### src/rtl/uart_ctrl_pkg.sv
// Shared types and constants for the UART transmit round-robin arbiter.
//   arb_state_e : arbiter FSM states (idle / start held / waiting for busy to fall)
//   ID_W        : width of a requester index
//   BYTE_W      : width of one UART byte
//   wrap_inc    : index + 1 modulo a requester count
package uart_ctrl_pkg;

  localparam int unsigned ID_W   = 3;
  localparam int unsigned BYTE_W = 8;

  typedef enum logic [1:0] {
    StIdle     = 2'd0,
    StStart    = 2'd1,
    StWaitDone = 2'd2
  } arb_state_e;

  function automatic logic [ID_W-1:0] wrap_inc(input logic [ID_W-1:0] idx, input int unsigned n);
    logic [ID_W:0] nxt;
    nxt = {1'b0, idx} + (ID_W+1)'(1);
    if (32'(nxt) >= n) begin
      nxt = '0;
    end
    return nxt[ID_W-1:0];
  endfunction

endpackage

### src/rtl/uart_tx_rr_arbiter_if.sv
// Bundle between the byte producers, the arbiter and the UART transmitter.
//   req/req_data/req_last : per-requester byte offer (producer -> arbiter)
//   gnt                   : one-hot byte-consumed pulse (arbiter -> producer)
//   tx_start/tx_data      : UART transmit command (arbiter -> UART)
//   tx_busy               : UART transmitter busy (UART -> arbiter)
//   owner_valid/owner_id  : current owner status
//   err_start_to/lock_to  : timeout pulses
// modport master is the arbiter side, slave the surrounding environment.
interface uart_tx_rr_arbiter_if #(
  parameter int unsigned N_REQ = 4
);
  import uart_ctrl_pkg::*;

  logic [N_REQ-1:0]        req;
  logic [BYTE_W*N_REQ-1:0] req_data;
  logic [N_REQ-1:0]        req_last;
  logic [N_REQ-1:0]        gnt;
  logic                    tx_start;
  logic [BYTE_W-1:0]       tx_data;
  logic                    tx_busy;
  logic                    owner_valid;
  logic [ID_W-1:0]         owner_id;
  logic                    err_start_to;
  logic                    err_lock_to;

  modport master (
    input  req, req_data, req_last, tx_busy,
    output gnt, tx_start, tx_data, owner_valid, owner_id, err_start_to, err_lock_to
  );

  modport slave (
    output req, req_data, req_last, tx_busy,
    input  gnt, tx_start, tx_data, owner_valid, owner_id, err_start_to, err_lock_to
  );

endinterface

### src/rtl/uart_rr_pick.sv
// Combinational requester selection.
//   req   : request mask
//   ptr   : round-robin start index (< N_REQ)
//   lock  : packet lock active; only the owner may win
//   owner : locked owner index
//   found : some eligible request exists
//   idx   : winning index
module uart_rr_pick
  import uart_ctrl_pkg::*;
#(
  parameter int unsigned N_REQ = 4
) (
  input  logic [N_REQ-1:0] req,
  input  logic [ID_W-1:0]  ptr,
  input  logic             lock,
  input  logic [ID_W-1:0]  owner,
  output logic             found,
  output logic [ID_W-1:0]  idx
);

  logic [2*N_REQ-1:0] req_dbl;
  logic [N_REQ-1:0]   rot;
  logic [ID_W-1:0]    off;
  logic [ID_W:0]      sum;
  logic               owner_req;

  always_comb begin
    // Rotating a doubled mask puts request (ptr + k) mod N_REQ at bit k.
    req_dbl = {req, req};
    rot     = N_REQ'(req_dbl >> ptr);

    off = '0;
    for (int k = N_REQ - 1; k >= 0; k--) begin
      if (rot[k]) begin
        off = ID_W'(k);
      end
    end

    sum = {1'b0, ptr} + {1'b0, off};
    if (sum >= (ID_W+1)'(N_REQ)) begin
      sum = sum - (ID_W+1)'(N_REQ);
    end

    owner_req = 1'b0;
    for (int k = 0; k < N_REQ; k++) begin
      if (owner == ID_W'(k)) begin
        owner_req = req[k];
      end
    end

    found = lock ? owner_req : |rot;
    idx   = lock ? owner : sum[ID_W-1:0];
  end

endmodule

### src/rtl/uart_tx_rr_arbiter.sv
// Shares one UART transmitter among N_REQ byte producers.
// Round-robin per byte; a byte with req_last=0 locks the transmitter to its producer until a
// byte with req_last=1 is sent or the owner stays idle for LOCK_TO cycles. tx_start is held
// until tx_busy rises, or dropped with err_start_to after START_TO further cycles.
//   clk : clock
//   rst : asynchronous active-low reset
//   bus : arbiter side of uart_tx_rr_arbiter_if
module uart_tx_rr_arbiter
  import uart_ctrl_pkg::*;
#(
  parameter int unsigned N_REQ    = 4,
  parameter int unsigned START_TO = 4095,
  parameter int unsigned LOCK_TO  = 65535
) (
  input logic                  clk,
  input logic                  rst,
  uart_tx_rr_arbiter_if.master bus
);

  localparam int unsigned START_CW = $clog2(START_TO + 1);
  localparam int unsigned LOCK_CW  = $clog2(LOCK_TO + 1);
  localparam logic [START_CW-1:0] START_MAX = START_CW'(START_TO);
  localparam logic [LOCK_CW-1:0]  LOCK_MAX  = LOCK_CW'(LOCK_TO);

  arb_state_e state_q, state_d;

  logic [ID_W-1:0]     ptr_q, ptr_d;
  logic                lock_q, lock_d;
  logic [ID_W-1:0]     owner_q, owner_d;
  logic [START_CW-1:0] start_cnt_q, start_cnt_d;
  logic [LOCK_CW-1:0]  lock_cnt_q, lock_cnt_d;
  logic [N_REQ-1:0]    gnt_q, gnt_d;
  logic                tx_start_q, tx_start_d;
  logic [BYTE_W-1:0]   tx_data_q, tx_data_d;
  logic                owner_valid_q, owner_valid_d;
  logic                err_start_q, err_start_d;
  logic                err_lock_q, err_lock_d;

  logic            pick_found;
  logic [ID_W-1:0] pick_idx;
  logic            grant_go;

  uart_rr_pick #(
    .N_REQ (N_REQ)
  ) u_pick (
    .req   (bus.req),
    .ptr   (ptr_q),
    .lock  (lock_q),
    .owner (owner_q),
    .found (pick_found),
    .idx   (pick_idx)
  );

  // Busy while idle means someone else is using the UART: hold off.
  assign grant_go = (state_q == StIdle) && pick_found && !bus.tx_busy;

  always_ff @(posedge clk or negedge rst) begin
    if (!rst) begin
      state_q <= StIdle;
    end else begin
      state_q <= state_d;
    end
  end

  always_comb begin
    state_d = state_q;
    unique case (state_q)
      StIdle: begin
        if (grant_go) begin
          state_d = StStart;
        end
      end
      StStart: begin
        if (bus.tx_busy) begin
          state_d = StWaitDone;
        end else if (start_cnt_q == START_MAX) begin
          state_d = StIdle;
        end
      end
      StWaitDone: begin
        if (!bus.tx_busy) begin
          state_d = StIdle;
        end
      end
      default: state_d = StIdle;
    endcase
  end

  always_comb begin
    ptr_d         = ptr_q;
    lock_d        = lock_q;
    owner_d       = owner_q;
    start_cnt_d   = start_cnt_q;
    lock_cnt_d    = lock_cnt_q;
    gnt_d         = '0;
    tx_start_d    = tx_start_q;
    tx_data_d     = tx_data_q;
    owner_valid_d = owner_valid_q;
    err_start_d   = 1'b0;
    err_lock_d    = 1'b0;

    unique case (state_q)
      StIdle: begin
        if (grant_go) begin
          gnt_d = N_REQ'(1) << pick_idx;
          for (int k = 0; k < N_REQ; k++) begin
            if (pick_idx == ID_W'(k)) begin
              tx_data_d = bus.req_data[BYTE_W*k +: BYTE_W];
              lock_d    = ~bus.req_last[k];
            end
          end
          owner_d       = pick_idx;
          ptr_d         = wrap_inc(pick_idx, N_REQ);
          tx_start_d    = 1'b1;
          owner_valid_d = 1'b1;
          start_cnt_d   = '0;
        end else if (lock_q) begin
          if (lock_cnt_q == LOCK_MAX) begin
            err_lock_d    = 1'b1;
            lock_d        = 1'b0;
            owner_valid_d = 1'b0;
            lock_cnt_d    = '0;
          end else begin
            lock_cnt_d = lock_cnt_q + LOCK_CW'(1);
          end
        end
      end
      StStart: begin
        if (bus.tx_busy) begin
          tx_start_d  = 1'b0;
          start_cnt_d = '0;
        end else if (start_cnt_q == START_MAX) begin
          // Transmitter never answered: abandon the byte and any packet lock.
          tx_start_d    = 1'b0;
          err_start_d   = 1'b1;
          lock_d        = 1'b0;
          owner_valid_d = 1'b0;
          start_cnt_d   = '0;
        end else begin
          start_cnt_d = start_cnt_q + START_CW'(1);
        end
      end
      StWaitDone: begin
        if (!bus.tx_busy) begin
          owner_valid_d = lock_q;
          lock_cnt_d    = '0;
        end
      end
      default: ;
    endcase
  end

  always_ff @(posedge clk or negedge rst) begin
    if (!rst) begin
      ptr_q         <= '0;
      lock_q        <= 1'b0;
      owner_q       <= '0;
      start_cnt_q   <= '0;
      lock_cnt_q    <= '0;
      gnt_q         <= '0;
      tx_start_q    <= 1'b0;
      tx_data_q     <= '0;
      owner_valid_q <= 1'b0;
      err_start_q   <= 1'b0;
      err_lock_q    <= 1'b0;
    end else begin
      ptr_q         <= ptr_d;
      lock_q        <= lock_d;
      owner_q       <= owner_d;
      start_cnt_q   <= start_cnt_d;
      lock_cnt_q    <= lock_cnt_d;
      gnt_q         <= gnt_d;
      tx_start_q    <= tx_start_d;
      tx_data_q     <= tx_data_d;
      owner_valid_q <= owner_valid_d;
      err_start_q   <= err_start_d;
      err_lock_q    <= err_lock_d;
    end
  end

  assign bus.gnt          = gnt_q;
  assign bus.tx_start     = tx_start_q;
  assign bus.tx_data      = tx_data_q;
  assign bus.owner_valid  = owner_valid_q;
  assign bus.owner_id     = owner_q;
  assign bus.err_start_to = err_start_q;
  assign bus.err_lock_to  = err_lock_q;

endmodule
### src/flat_wrapper.sv
// flat-port wrapper written by rule: the top's interface ports become plain ports
module uart_tx_rr_arbiter_flat import uart_ctrl_pkg::*;
#(
  parameter int unsigned N_REQ    = 4,
  parameter int unsigned START_TO = 4095,
  parameter int unsigned LOCK_TO  = 65535
)
  (clk, rst, bus_req, bus_req_data, bus_req_last, bus_tx_busy, bus_gnt, bus_tx_start, bus_tx_data, bus_owner_valid, bus_owner_id, bus_err_start_to, bus_err_lock_to);
  uart_tx_rr_arbiter_if #(.N_REQ(N_REQ)) bus_i ();
  input logic clk;
  input logic rst;
  input wire logic [$bits(bus_i.req)-1:0] bus_req;
  input wire logic [$bits(bus_i.req_data)-1:0] bus_req_data;
  input wire logic [$bits(bus_i.req_last)-1:0] bus_req_last;
  input wire logic [$bits(bus_i.tx_busy)-1:0] bus_tx_busy;
  output wire logic [$bits(bus_i.gnt)-1:0] bus_gnt;
  output wire logic [$bits(bus_i.tx_start)-1:0] bus_tx_start;
  output wire logic [$bits(bus_i.tx_data)-1:0] bus_tx_data;
  output wire logic [$bits(bus_i.owner_valid)-1:0] bus_owner_valid;
  output wire logic [$bits(bus_i.owner_id)-1:0] bus_owner_id;
  output wire logic [$bits(bus_i.err_start_to)-1:0] bus_err_start_to;
  output wire logic [$bits(bus_i.err_lock_to)-1:0] bus_err_lock_to;
  assign bus_i.req = bus_req;
  assign bus_i.req_data = bus_req_data;
  assign bus_i.req_last = bus_req_last;
  assign bus_i.tx_busy = bus_tx_busy;
  assign bus_gnt = bus_i.gnt;
  assign bus_tx_start = bus_i.tx_start;
  assign bus_tx_data = bus_i.tx_data;
  assign bus_owner_valid = bus_i.owner_valid;
  assign bus_owner_id = bus_i.owner_id;
  assign bus_err_start_to = bus_i.err_start_to;
  assign bus_err_lock_to = bus_i.err_lock_to;
  uart_tx_rr_arbiter #(.N_REQ(N_REQ), .START_TO(START_TO), .LOCK_TO(LOCK_TO)) u_core (.clk(clk), .rst(rst), .bus(bus_i));
endmodule
### config.mk
export PLATFORM = sky130hd
export DESIGN_NAME = uart_tx_rr_arbiter_flat
export DESIGN_NICKNAME = d
export VERILOG_FILES = /design/src/rtl/uart_ctrl_pkg.sv /design/src/rtl/uart_tx_rr_arbiter_if.sv /design/src/rtl/uart_rr_pick.sv /design/src/rtl/uart_tx_rr_arbiter.sv /design/src/flat_wrapper.sv
export SDC_FILE = /design/constraint.sdc
export NUM_CORES = 1
export LEC_CHECK = 0
export CORE_MARGIN = 5
export CORE_UTILIZATION = 57
export DETAILED_ROUTE_END_ITERATION = 12
export GPL_ROUTABILITY_DRIVEN = 1
export PLACE_DENSITY = 0.87
export SYNTH_ARGS = -nofsm -noshare
export SYNTH_HDL_FRONTEND = slang
export SYNTH_SLANG_ARGS = --single-unit
### constraint.sdc
create_clock -name clk -period 9.9 [get_ports clk]
set_input_delay 1.98 -clock clk [delete_from_list [all_inputs] [get_ports clk]]
set_output_delay 1.98 -clock clk [all_outputs]
set_load 0.1 [all_outputs]
==> results.txt, run 1 <==
----------------------------------------------------
[Status]
  Result of the run ... completed

[Yosys]
  Cell accounting for the most synthesized area ... dfrtp_1
  Syn Inst Count ... around 400
  Post-synthesis register bit count ... 53
  Async set-or-reset flop fraction in the synthesized netlist ... between 90% and 100%
  Leading cell types by count after synthesis ... dfrtp_1 (53), nor2_1 (30), nand2_1 (29)
  Combined area of all synthesized cells ... 3478 sq um
  Share of synthesized cell area in and, or, nand and nor gates ... around 23%
  Post-synth top area share ... a little under two fifths
  Mapped Nets ... between 400 and 500
  Dominant cell by count in the synthesized netlist ... dfrtp_1
  Dominant cells by area after synthesis ... dfrtp_1 (38%), ha_1 (4.7%), nand2b_1 (3.2%)
  Average size of a mapped cell ... around 8.8 sq um
  Adder-Cell Fraction of Synth Area ... under 10%
  Fraction of synthesized area in multiplexers ... between 3 and 4%
  Count of warnings emitted by yosys ... 0
  Share of the yosys chip area belonging to registers ... between 30% and 40%
  Post-Synth XOR/XNOR Area ... 0%
  Main combinational cell family by area after synthesis ... compound AO/OA/AOI/OAI gates
  EDFF count, synth ... 0
  Unique cell type count in the Yosys netlist ... 59
  Compound-Gate Fraction of Synth Area ... between 20 and 30%
  Most instantiated flip-flop cell in the synthesis netlist ... dfrtp_1

[Drt]
  Average routed wire per standard cell ... 16.80 um
  First-iteration detailed-routing DRC count ... between 300 and 400
  Via count ... ~3300
  Residual antenna-violating net count after detailed routing ... 0
  Sum of routed wire length over all layers ... 8688 um
  Final routed DRC violation total ... 0
  Detail-routed via count per cell ... 6.404
  First drt pass iteration count ... 5

[Placed design]
  Area after detailed placement ... 4091 sq um
  Pre-CTS setup slack ... between 3 and 4 ns
  Routability congestion estimate from global placement ... roughly 0.84
  Count of port buffers added during placement ... 61
  Sum of net half-perimeters after detailed placement ... between 6000 and 7000 um
  Placed insts ... 509

[Layout]
  Fin nets ... 498
  Utilization of the core after routing ... between 70% and 80%
  Number of inserted filler cells in the final layout ... roughly 460
  Antenna Cells ... 0
  Post-route non-filler standard cell count ... between 500 and 600
  Sequential cell area in the final layout ... around 1300 sq um
  Area overhead of the layout relative to synthesis ... 20.32%
  Area of combinational cells with multiple inputs ... approximately 2000 sq um
  Final standard cell area without fillers ... ~4200 sq um
  Fraction of final layout cells sized beyond drive strength 1 ... 5.204%

[Setup path]
  Worst endpoint required time ... 10.15 ns
  Number of buffer and inverter instances along the worst setup path ... 1
  CP max-delay cell ... ha_1
  Kind of launch point of the worst setup path ... input pin
  Cells along the critical path ... clkdlybuf4s50_1, nor2b_1, a311oi_1, nand4_1, o31ai_1, fa_1, mux2i_1, ha_1, nor3_1, o21bai_1, and2_0, o22a_1
  Critical Path Max Stage Delay ... around 0.64 ns
  Critical path class ... in -> reg
  Arrival time worst endpoint ... ~6.5 ns
  Cell family with most CP delay ... compound AO/OA/AOI/OAI gates
  Worst-path maximum fanout ... 20
  Type of element capturing the critical path ... flip-flop

[STA]
  Hold violation total from the final report ... 0
  Unrepaired setup endpoints after global routing ... no
  Total negative setup slack ... 0 ns
  Final slew viol count ... 0
  Slew at the pin closest to its max-slew limit ... 1.152 ns
  Final Cycle Share ... 63.37%
  PnR worst setup slack ... ~3.6 ns
  Max_slew headroom ... between 20 and 25%
  Highest clock rate ... between 150 and 200 MHz
  Final Skew ... 0.01640 ns
  Total setup violations reported at the end of the flow ... 0
  Final critical path time including I/O delays and setup ... around 6.3 ns

[Floorplan]
  Effective utilization at floorplan ... 58.75%
  Number of primary I/O pins ... 62
  Die span in x ... 88.12 um
  Core Region ... approximately 6000 sq um
  Count of standard-cell rows ... 28
  Height of the die ... between 80 and 90 um
  Die Outline Area ... around 7800 sq um

[Clock tree]
  Root Driver ... clkbuf_8
  Clock slew at reported path FFs ... about 0.11 ns
  Count of clock tree sinks ... 53
  Total number of H-tree levels ... 2
  Post-CTS setup buffer count ... 0
  CTS resizes ... 0
  Clock latency reported for the late side of the worst-skew pair ... ~0.32 ns
  Maximum clock insertion buffer count ... 2
  TritonCTS clock tree ... built
  Hold-fix buffer count after cts ... 0
  Inserted Clock Buffers ... 5

[Global route]
  Global-route wire length before repair ... ~15000 um
  GRT overflow ... 0
  Overall track demand over capacity in global routing ... between 20% and 30%
  Maximum number of pins on one net before global-route repair ... 54
  Vias in the first global route ... between 3000 and 4000
  Initial antenna violation count ... 0

[Flow run]
  Number of violations of the max-capacitance limit ... 0

[Power and ir drop]
  Static leakage ... roughly 1.6 nW
  Worst VDD drop ... 327.0 uV
  Areal power density over the cells ... 325.4 nW/um^2

[Hold path]
  Class of the worst hold path ... reg -> reg

----------------------------------------------------
cells in the final DEF (no fill, tap or decap), types with 4 or more instances in the layout:
cell type,instances
o21ai_1,5
a32o_1,6
nor2b_1,6
nor2_1,30
nand4_1,5
o2bb2ai_1,8
mux2i_1,6
nand2_1,29
o22a_1,9
nand3_1,21
ha_1,13
and3_1,10
o22ai_1,16
a211oi_1,6
o21ai_0,15
inv_1,15
o211ai_1,4
dfrtp_1,53
a31oi_1,5
a21oi_1,18
clkdlybuf4s50_1,60
nand3b_1,4
nor3_1,15
clkbuf_8,5
nand2b_1,18
o31ai_1,6
a2111oi_0,8
cell type report:
| cell class | instances | area share [%] |
|---|---|---|
| inverter | 16 | 1.435 |
| tap | 75 | 2.242 |
| timing repair buffer | 64 | 15.01 |
| clock inverter | 3 | 0.5979 |
| sequential | 53 | 31.69 |
| multi-input combinational | 301 | 47.38 |
| clock buffer | 5 | 1.644 |
power breakdown:
part / switching [mW] / internal, mW / total, mW
Sequential: 0.0586 / 0.270 / 0.329
Combinational: 0.617 / 0.286 / 0.903
Clock: 0.0784 / 0.0513 / 0.130
Total: 0.754 / 0.608 / 1.36
final timing paths:
kind | depth (start not counted) | slack, ns | startpoint | endpoint
setup / recovery | 12 | 3.63 | bus_req[2] | u_core.bus.tx_data[0]
max in group asynchronous | 2 | 7.67 | rst | u_core.bus.tx_data[0]
setup reg to reg | 11 | 5.35 | u_core.ptr_q[0] | u_core.bus.tx_data[0]
hold reg to reg | 1 | 0.49 | u_core.lock_cnt_q[15] | u_core.lock_cnt_q[15]
hold / removal | 1 | 0.49 | u_core.lock_cnt_q[15] | u_core.lock_cnt_q[15]
min in group asynchronous | 2 | 1.78 | rst | u_core.lock_cnt_q[14]
cells by family after synthesis:
kind of cell | count (synthesis)
AND/OR/NAND/NOR | 155
buffers and inverters | 42
AO/OA/AOI/OAI | 123
adder cells (fa/ha/maj) | 14
multiplexers | 9
flip-flops | 53
routing by layer:
metal	track usage (%)	part of all wire, %	vias up
met5	0	0	-
met4	6.181	1.6	0
met3	3.669	6.0	17
met2	37.67	47	120
met1	32.60	45	1599
li1	-	-	1575
registers in the layout, summed over array words and instances (netlist names):
name,flops
u_core.bus.gnt,4
u_core.lock_cnt_q,16
u_core.ptr_q,3
u_core.state_q,2
u_core.bus.tx_data,8
u_core.start_cnt_q,12
u_core.bus.tx_start,1
u_core.bus.owner_id,3
u_core.bus.err_start_to,1
u_core.bus.owner_valid,1
u_core.lock_q,1
u_core.bus.err_lock_to,1
per-stage QoR:
stage               hold slack [ns]  power, mW
floorplan                    0.4326      1.023
global placement             0.4453      1.191
detailed placement           0.4743      1.220
CTS                          0.4900      1.352
global route                 0.5234      1.448
finish                       0.4933      1.362
Power figures use the tool's default switching activity.
==> inputs of run 2 (changes only) <==
- CORE_UTILIZATION: 57 -> 53
- PLACE_DENSITY: 0.87 -> 0.81
- clock period: 9.9 -> 6.3 ns (I/O delays scaled with it)
==> results.txt, run 2 (synthesis gave the netlist of run 1 again) <==
----------------------------------------------------
[Global route]
  Global-route wire length before repair ... around 15000 um
  Overall track demand over capacity in global routing ... about a fifth
  Initial antenna violation count ... 0
  Most used routing layer in global routing ... met2
  Vias in the first global route ... approximately 3200
  Met2 routing resource usage after global routing ... roughly 36%
  Met3 routing resource usage after global routing ... 3.967%
  Maximum number of pins on one net before global-route repair ... 54
  GRT overflow ... 0
  Global-route track usage on met1 ... ~28%

[Clock tree]
  TritonCTS clock tree ... built
  Post-CTS setup buffer count ... 0
  Count of clock tree sinks ... 53
  Clock slew at reported path FFs ... 0.11 ns
  Root Driver ... clkbuf_8
  CTS resizes ... 0
  Hold-fix buffer count after cts ... 0
  Inserted Clock Buffers ... 5
  Maximum clock insertion buffer count ... 2
  Total number of H-tree levels ... 2
  Clock latency reported for the late side of the worst-skew pair ... ~0.32 ns

[Floorplan]
  Count of standard-cell rows ... 29
  Core Region ... around 6300 sq um
  Effective utilization at floorplan ... roughly 55%
  Die Outline Area ... approximately 8300 sq um
  Number of primary I/O pins ... 62
  Die span in x ... between 90 and 100 um
  Height of the die ... ~90 um

[Setup path]
  Reg2Reg Capture Point ... u_core.bus.tx_data[5]
  Cell count of the worst reg-to-reg path ... 11
  Arrival time worst endpoint ... between 5 and 6 ns
  Worst endpoint required time ... 6.55 ns
  Worst-path maximum fanout ... 20
  Startpoint of the most critical register-to-register path ... u_core.ptr_q[0]
  Type of element capturing the critical path ... flip-flop
  Setup slack of the most critical reg-to-reg path ... ~1.9 ns
  Critical path class ... in -> reg
  Kind of launch point of the worst setup path ... input pin

[Layout]
  Commonest cells after routing, fill and taps aside ... clkdlybuf4s50_1 (60), dfrtp_1 (53), nor2_1 (30)
  Number of inserted filler cells in the final layout ... 520
  Antenna Cells ... 0
  Register with the highest flop count ... u_core.lock_cnt_q
  Fin nets ... approximately 500
  Post-route non-filler standard cell count ... 519
  Area overhead of the layout relative to synthesis ... 21.65%
  Most frequent standard cell in the layout excluding fill and tap cells ... clkdlybuf4s50_1
  Fraction of final layout cells sized beyond drive strength 1 ... 5.204%
  Number of flip-flops in the largest register ... 16

[Drt]
  Average routed wire per standard cell ... roughly 17 um
  Detail-routed via count per cell ... 6.389
  Via count ... 3316
  Residual antenna-violating net count after detailed routing ... 0
  Sum of routed wire length over all layers ... about 9000 um
  First-iteration detailed-routing DRC count ... 192
  First drt pass iteration count ... 7
  Final routed DRC violation total ... 0

[Hold path]
  Hold wc startpoint ... u_core.lock_cnt_q[13]
  Class of the worst hold path ... reg -> reg
  Hold worst-path end ... u_core.lock_cnt_q[13]
  Cell depth of the worst hold path ... 1

[STA]
  Slew at the pin closest to its max-slew limit ... between 1 and 1.5 ns
  Highest clock rate ... ~180 MHz
  Total setup violations reported at the end of the flow ... 0
  Final Cycle Share ... a little under nine tenths
  Total negative setup slack ... 0 ns
  Final Skew ... roughly 0.016 ns
  Final critical path time including I/O delays and setup ... roughly 5.4 ns
  Final slew viol count ... 0
  Hold violation total from the final report ... 0
  Max_slew headroom ... between 20% and 30%
  Unrepaired setup endpoints after global routing ... no

[Placed design]
  Sum of net half-perimeters after detailed placement ... roughly 6300 um
  Placed insts ... 511
  Count of port buffers added during placement ... a little over 60
  Routability congestion estimate from global placement ... 0.8792

[Power and ir drop]
  Final total power ... between 2 and 2.5 mW
  Worst VDD drop ... 565.5 uV
  Areal power density over the cells ... around 520 nW/um^2
  Static leakage ... between 1.5 and 2 nW

[Flow run]
  Number of violations of the max-capacitance limit ... 0

[Status]
  Result of the run ... completed

----------------------------------------------------
-- run 2: cell count changes in the layout (fill, tap and decap cells not counted) --
cell / previous run / this run
clkinv_4: 1 / 0
clkinvlp_4: 1 / 0
bufinv_16: 0 / 2
-- run 2: layout make-up --
| cell class | count | area, sq um | share of cell area (%) |
|---|---|---|---|
| clock buffers | 5 | 68.82 | 1.626 |
| clock inverters | 3 | 68.82 | 1.626 |
| inverters | 16 | 60.06 | 1.419 |
| multi-input cells | 301 | 1983 | 46.87 |
| flip-flops and latches | 53 | 1326 | 31.34 |
| well taps | 77 | 96.34 | 2.277 |
| repair buffers | 64 | 628.1 | 14.84 |
-- run 2: how the worst max path moves through the flow --
| stage | startpoint | to | slack [ns] |
|---|---|---|---|
| 4_1_cts | bus_req[2] | u_core.bus.tx_data[5] | 0.91 |
| 5_1_grt | bus_req[2] | u_core.bus.tx_data[1] | 0.48 |
| 6_report | bus_req[2] | u_core.bus.tx_data[5] | 0.88 |
| 2_1_floorplan | bus_req[2] | u_core.bus.tx_data[0] | 2.00 |
| 3_3_place_gp | bus_req[2] | u_core.bus.tx_data[1] | 0.73 |
| 3_5_place_dp | bus_req[2] | u_core.bus.tx_data[5] | 0.58 |
-- run 2: metal layers --
metal	wire, um	vias to the layer above	share of wire (%)
met5	0	-	0
met2	4248	140	49
met4	95	0	1.1
met3	632	12	7.2
li1	-	1570	-
met1	3782	1594	43
-- run 2: stage by stage --
step	hold WS, ns	worst slack [ns]	util, %	instance area [sq um]
final	0.4895	0.8783	66.64	4232
after global placement	0.4446	0.7318	64.47	4094
after detailed placement	0.4753	0.5837	64.47	4094
after CTS	0.4887	0.9109	66.64	4232
after floorplan	0.4326	1.999	-	3478
after global routing	0.5205	0.4835	66.64	4232
-- run 2: power by group --
part           switching [mW]  total (mW)  internal (mW)
combinational           0.971        1.42          0.450
sequential             0.0918       0.517          0.425
clock                   0.118       0.278          0.160
total                    1.18        2.22           1.03
-- run 2: worst max-delay path, stage by stage --
cell and delay, ns:
clkdlybuf4s50_1 0.48, nor2b_1 0.16, a311oi_1 0.60, nand4_1 0.16
o31ai_1 0.16, fa_1 0.49, mux2i_1 0.31, ha_1 0.64
nor3_1 0.13, o21bai_1 0.61, and2_0 0.47, o22a_1 0.19
==> inputs of run 3 (changes only) <==
- CORE_UTILIZATION: 53 -> 25
- PLACE_DENSITY: 0.81 -> 0.45
==> results.txt, run 3 (synthesis gave the netlist of run 1 again) <==
----------------------------------------------------
[Status]
  Result of the run ... completed

[Drt]
  First-iteration detailed-routing DRC count ... around 130
  Sum of routed wire length over all layers ... between 9000 and 10000 um
  Average routed wire per standard cell ... roughly 16 um
  Detail-routed via count per cell ... between 5 and 6
  Final routed DRC violation total ... 0
  Via count ... between 3000 and 4000
  First drt pass iteration count ... 4
  Residual antenna-violating net count after detailed routing ... 0

[Clock tree]
  Total number of H-tree levels ... 2
  Hold-fix buffer count after cts ... 0
  CTS resizes ... 0
  TritonCTS clock tree ... built
  Maximum clock insertion buffer count ... 2
  Root Driver ... clkbuf_16
  Post-CTS setup buffer count ... 0
  Count of clock tree sinks ... 53
  Clock slew at reported path FFs ... approximately 0.080 ns
  Clock latency reported for the late side of the worst-skew pair ... about 0.3 ns
  Inserted Clock Buffers ... 5

[STA]
  Slew at the pin closest to its max-slew limit ... about 1.0 ns
  Final slew viol count ... 0
  Max_slew headroom ... a little under a third
  Final critical path time including I/O delays and setup ... 5.178 ns
  Highest clock rate ... between 150 and 200 MHz
  Unrepaired setup endpoints after global routing ... no
  Total setup violations reported at the end of the flow ... 0
  Total negative setup slack ... 0 ns
  Final Skew ... 0.01048 ns
  Hold violation total from the final report ... 0
  Worst hold margin ... between 0.4 and 0.5 ns
  Final Cycle Share ... 82.19%

[Global route]
  Most used routing layer in global routing ... met2
  Maximum number of pins on one net before global-route repair ... 54
  Initial antenna violation count ... 0
  Vias in the first global route ... 3224
  Met3 routing resource usage after global routing ... 4.500%
  GRT overflow ... 0
  Global-route track usage on met1 ... between 10% and 20%
  Met2 routing resource usage after global routing ... a little under a fifth
  Global-route wire length before repair ... 16060 um
  Overall track demand over capacity in global routing ... about an eighth

[Layout]
  Number of inserted filler cells in the final layout ... between 1000 and 1500
  Commonest cells after routing, fill and taps aside ... clkdlybuf4s50_1 (60), dfrtp_1 (53), nor2_1 (30)
  Most frequent standard cell in the layout excluding fill and tap cells ... clkdlybuf4s50_1
  Fin nets ... 500
  Post-route non-filler standard cell count ... roughly 620
  Register with the highest flop count ... u_core.lock_cnt_q
  Number of flip-flops in the largest register ... 16
  Area overhead of the layout relative to synthesis ... 27.30%
  Antenna Cells ... 0
  Fraction of final layout cells sized beyond drive strength 1 ... 5.631%
  Final standard cell area without fillers ... 4428 sq um

[Power and ir drop]
  Static leakage ... about 1.7 nW
  Worst VDD drop ... about 370 uV
  Areal power density over the cells ... roughly 520 nW/um^2
  Final total power ... between 2 and 2.5 mW

[Placed design]
  Area after detailed placement ... approximately 4200 sq um
  Routability congestion estimate from global placement ... 0.7768
  Placed insts ... between 600 and 700
  Sum of net half-perimeters after detailed placement ... roughly 7000 um
  Count of port buffers added during placement ... 61

[Floorplan]
  Count of standard-cell rows ... 43
  Number of primary I/O pins ... between 60 and 70
  Die span in x ... 128.0 um
  Core Region ... between 10000 and 15000 sq um
  Height of the die ... between 100 and 150 um
  Die Outline Area ... 16370 sq um
  Effective utilization at floorplan ... between 20% and 30%

[Setup path]
  Type of element capturing the critical path ... flip-flop
  CP max-delay cell ... a311oi_1
  CP dominant cell by count ... ha_1
  Critical Path Max Stage Delay ... approximately 0.60 ns
  Cells along the critical path ... clkdlybuf4s50_1, nor2b_1, a311oi_1, nand4_1, o31ai_1, fa_1, mux2i_1, inv_1, ha_1, ha_1, o21bai_1, buf_4, and2_0, o22a_1
  Worst-path maximum fanout ... 21
  Kind of launch point of the worst setup path ... input pin
  Worst endpoint required time ... roughly 6.5 ns
  Arrival time worst endpoint ... around 5.4 ns
  Critical path class ... in -> reg

[Flow run]
  Number of violations of the max-capacitance limit ... 0

[Hold path]
  Class of the worst hold path ... reg -> reg

----------------------------------------------------
run 3: cell count changes in the layout (fill, tap and decap cells not counted):
| cell | delta |
|---|---|
| inv_6 | -1 |
| clkbuf_16 | +5 |
| clkbuf_8 | -5 |
| clkinv_2 | +1 |
| buf_4 | +2 |
run 3: power breakdown:
group          switching, mW  internal (mW)  total (mW)
Sequential            0.0857          0.425       0.511
Combinational          0.970          0.467        1.44
Clock                  0.132          0.227       0.360
Total                   1.19           1.12        2.31
run 3: path summary, 6_finish.rpt:
kind / end / from / slack (ns) / cells past startpoint
worst max-delay path: u_core.bus.tx_data[5] / bus_req[2] / 1.12 / 14
worst min-delay path: u_core.lock_cnt_q[15] / u_core.lock_cnt_q[15] / 0.47 / 1
worst max register to register: u_core.bus.tx_data[5] / u_core.ptr_q[0] / 2.16 / 13
worst min register to register: u_core.lock_cnt_q[15] / u_core.lock_cnt_q[15] / 0.47 / 1
max in group asynchronous: u_core.ptr_q[0] / rst / 4.73 / 2
min in group asynchronous: u_core.lock_cnt_q[9] / rst / 1.09 / 2
run 3: final cells by class:
cell class | count | area [sq um] | area share (%)
Clock inverter | 3 | 65.06 | 1.469
Inverter | 16 | 60.06 | 1.356
Clock buffer | 5 | 125.1 | 2.826
Sequential cell | 53 | 1326 | 29.95
Timing Repair Buffer | 66 | 643.1 | 14.52
Multi-Input combinational cell | 301 | 1983 | 44.79
Tap cell | 180 | 225.2 | 5.086
run 3: worst max-delay path: cells and delay by family:
kind / cells / cell delay (ns)
fa+ha+maj: 3 / 1.10
buf+inv: 3 / 0.80
simple gates: 3 / 0.62
compound gates: 4 / 1.27
mux: 1 / 0.30
run 3: metrics by stage:
| step | setup WS, ns | util, % |
|---|---|---|
| 6_report | 1.122 | 32.15 |
| 4_1_cts | 1.087 | 32.15 |
| 5_1_grt | 0.8137 | 32.15 |
| 2_1_floorplan | 1.999 | - |
| 3_3_place_gp | 0.8919 | 30.77 |
| 3_5_place_dp | 0.7918 | 30.77 |
run 3: per-layer routing:
layer,share of wire [%],up-vias
li1,-,1577
met1,46,1532
met2,45,82
met3,7.6,9
met4,0.95,0
met5,0,-
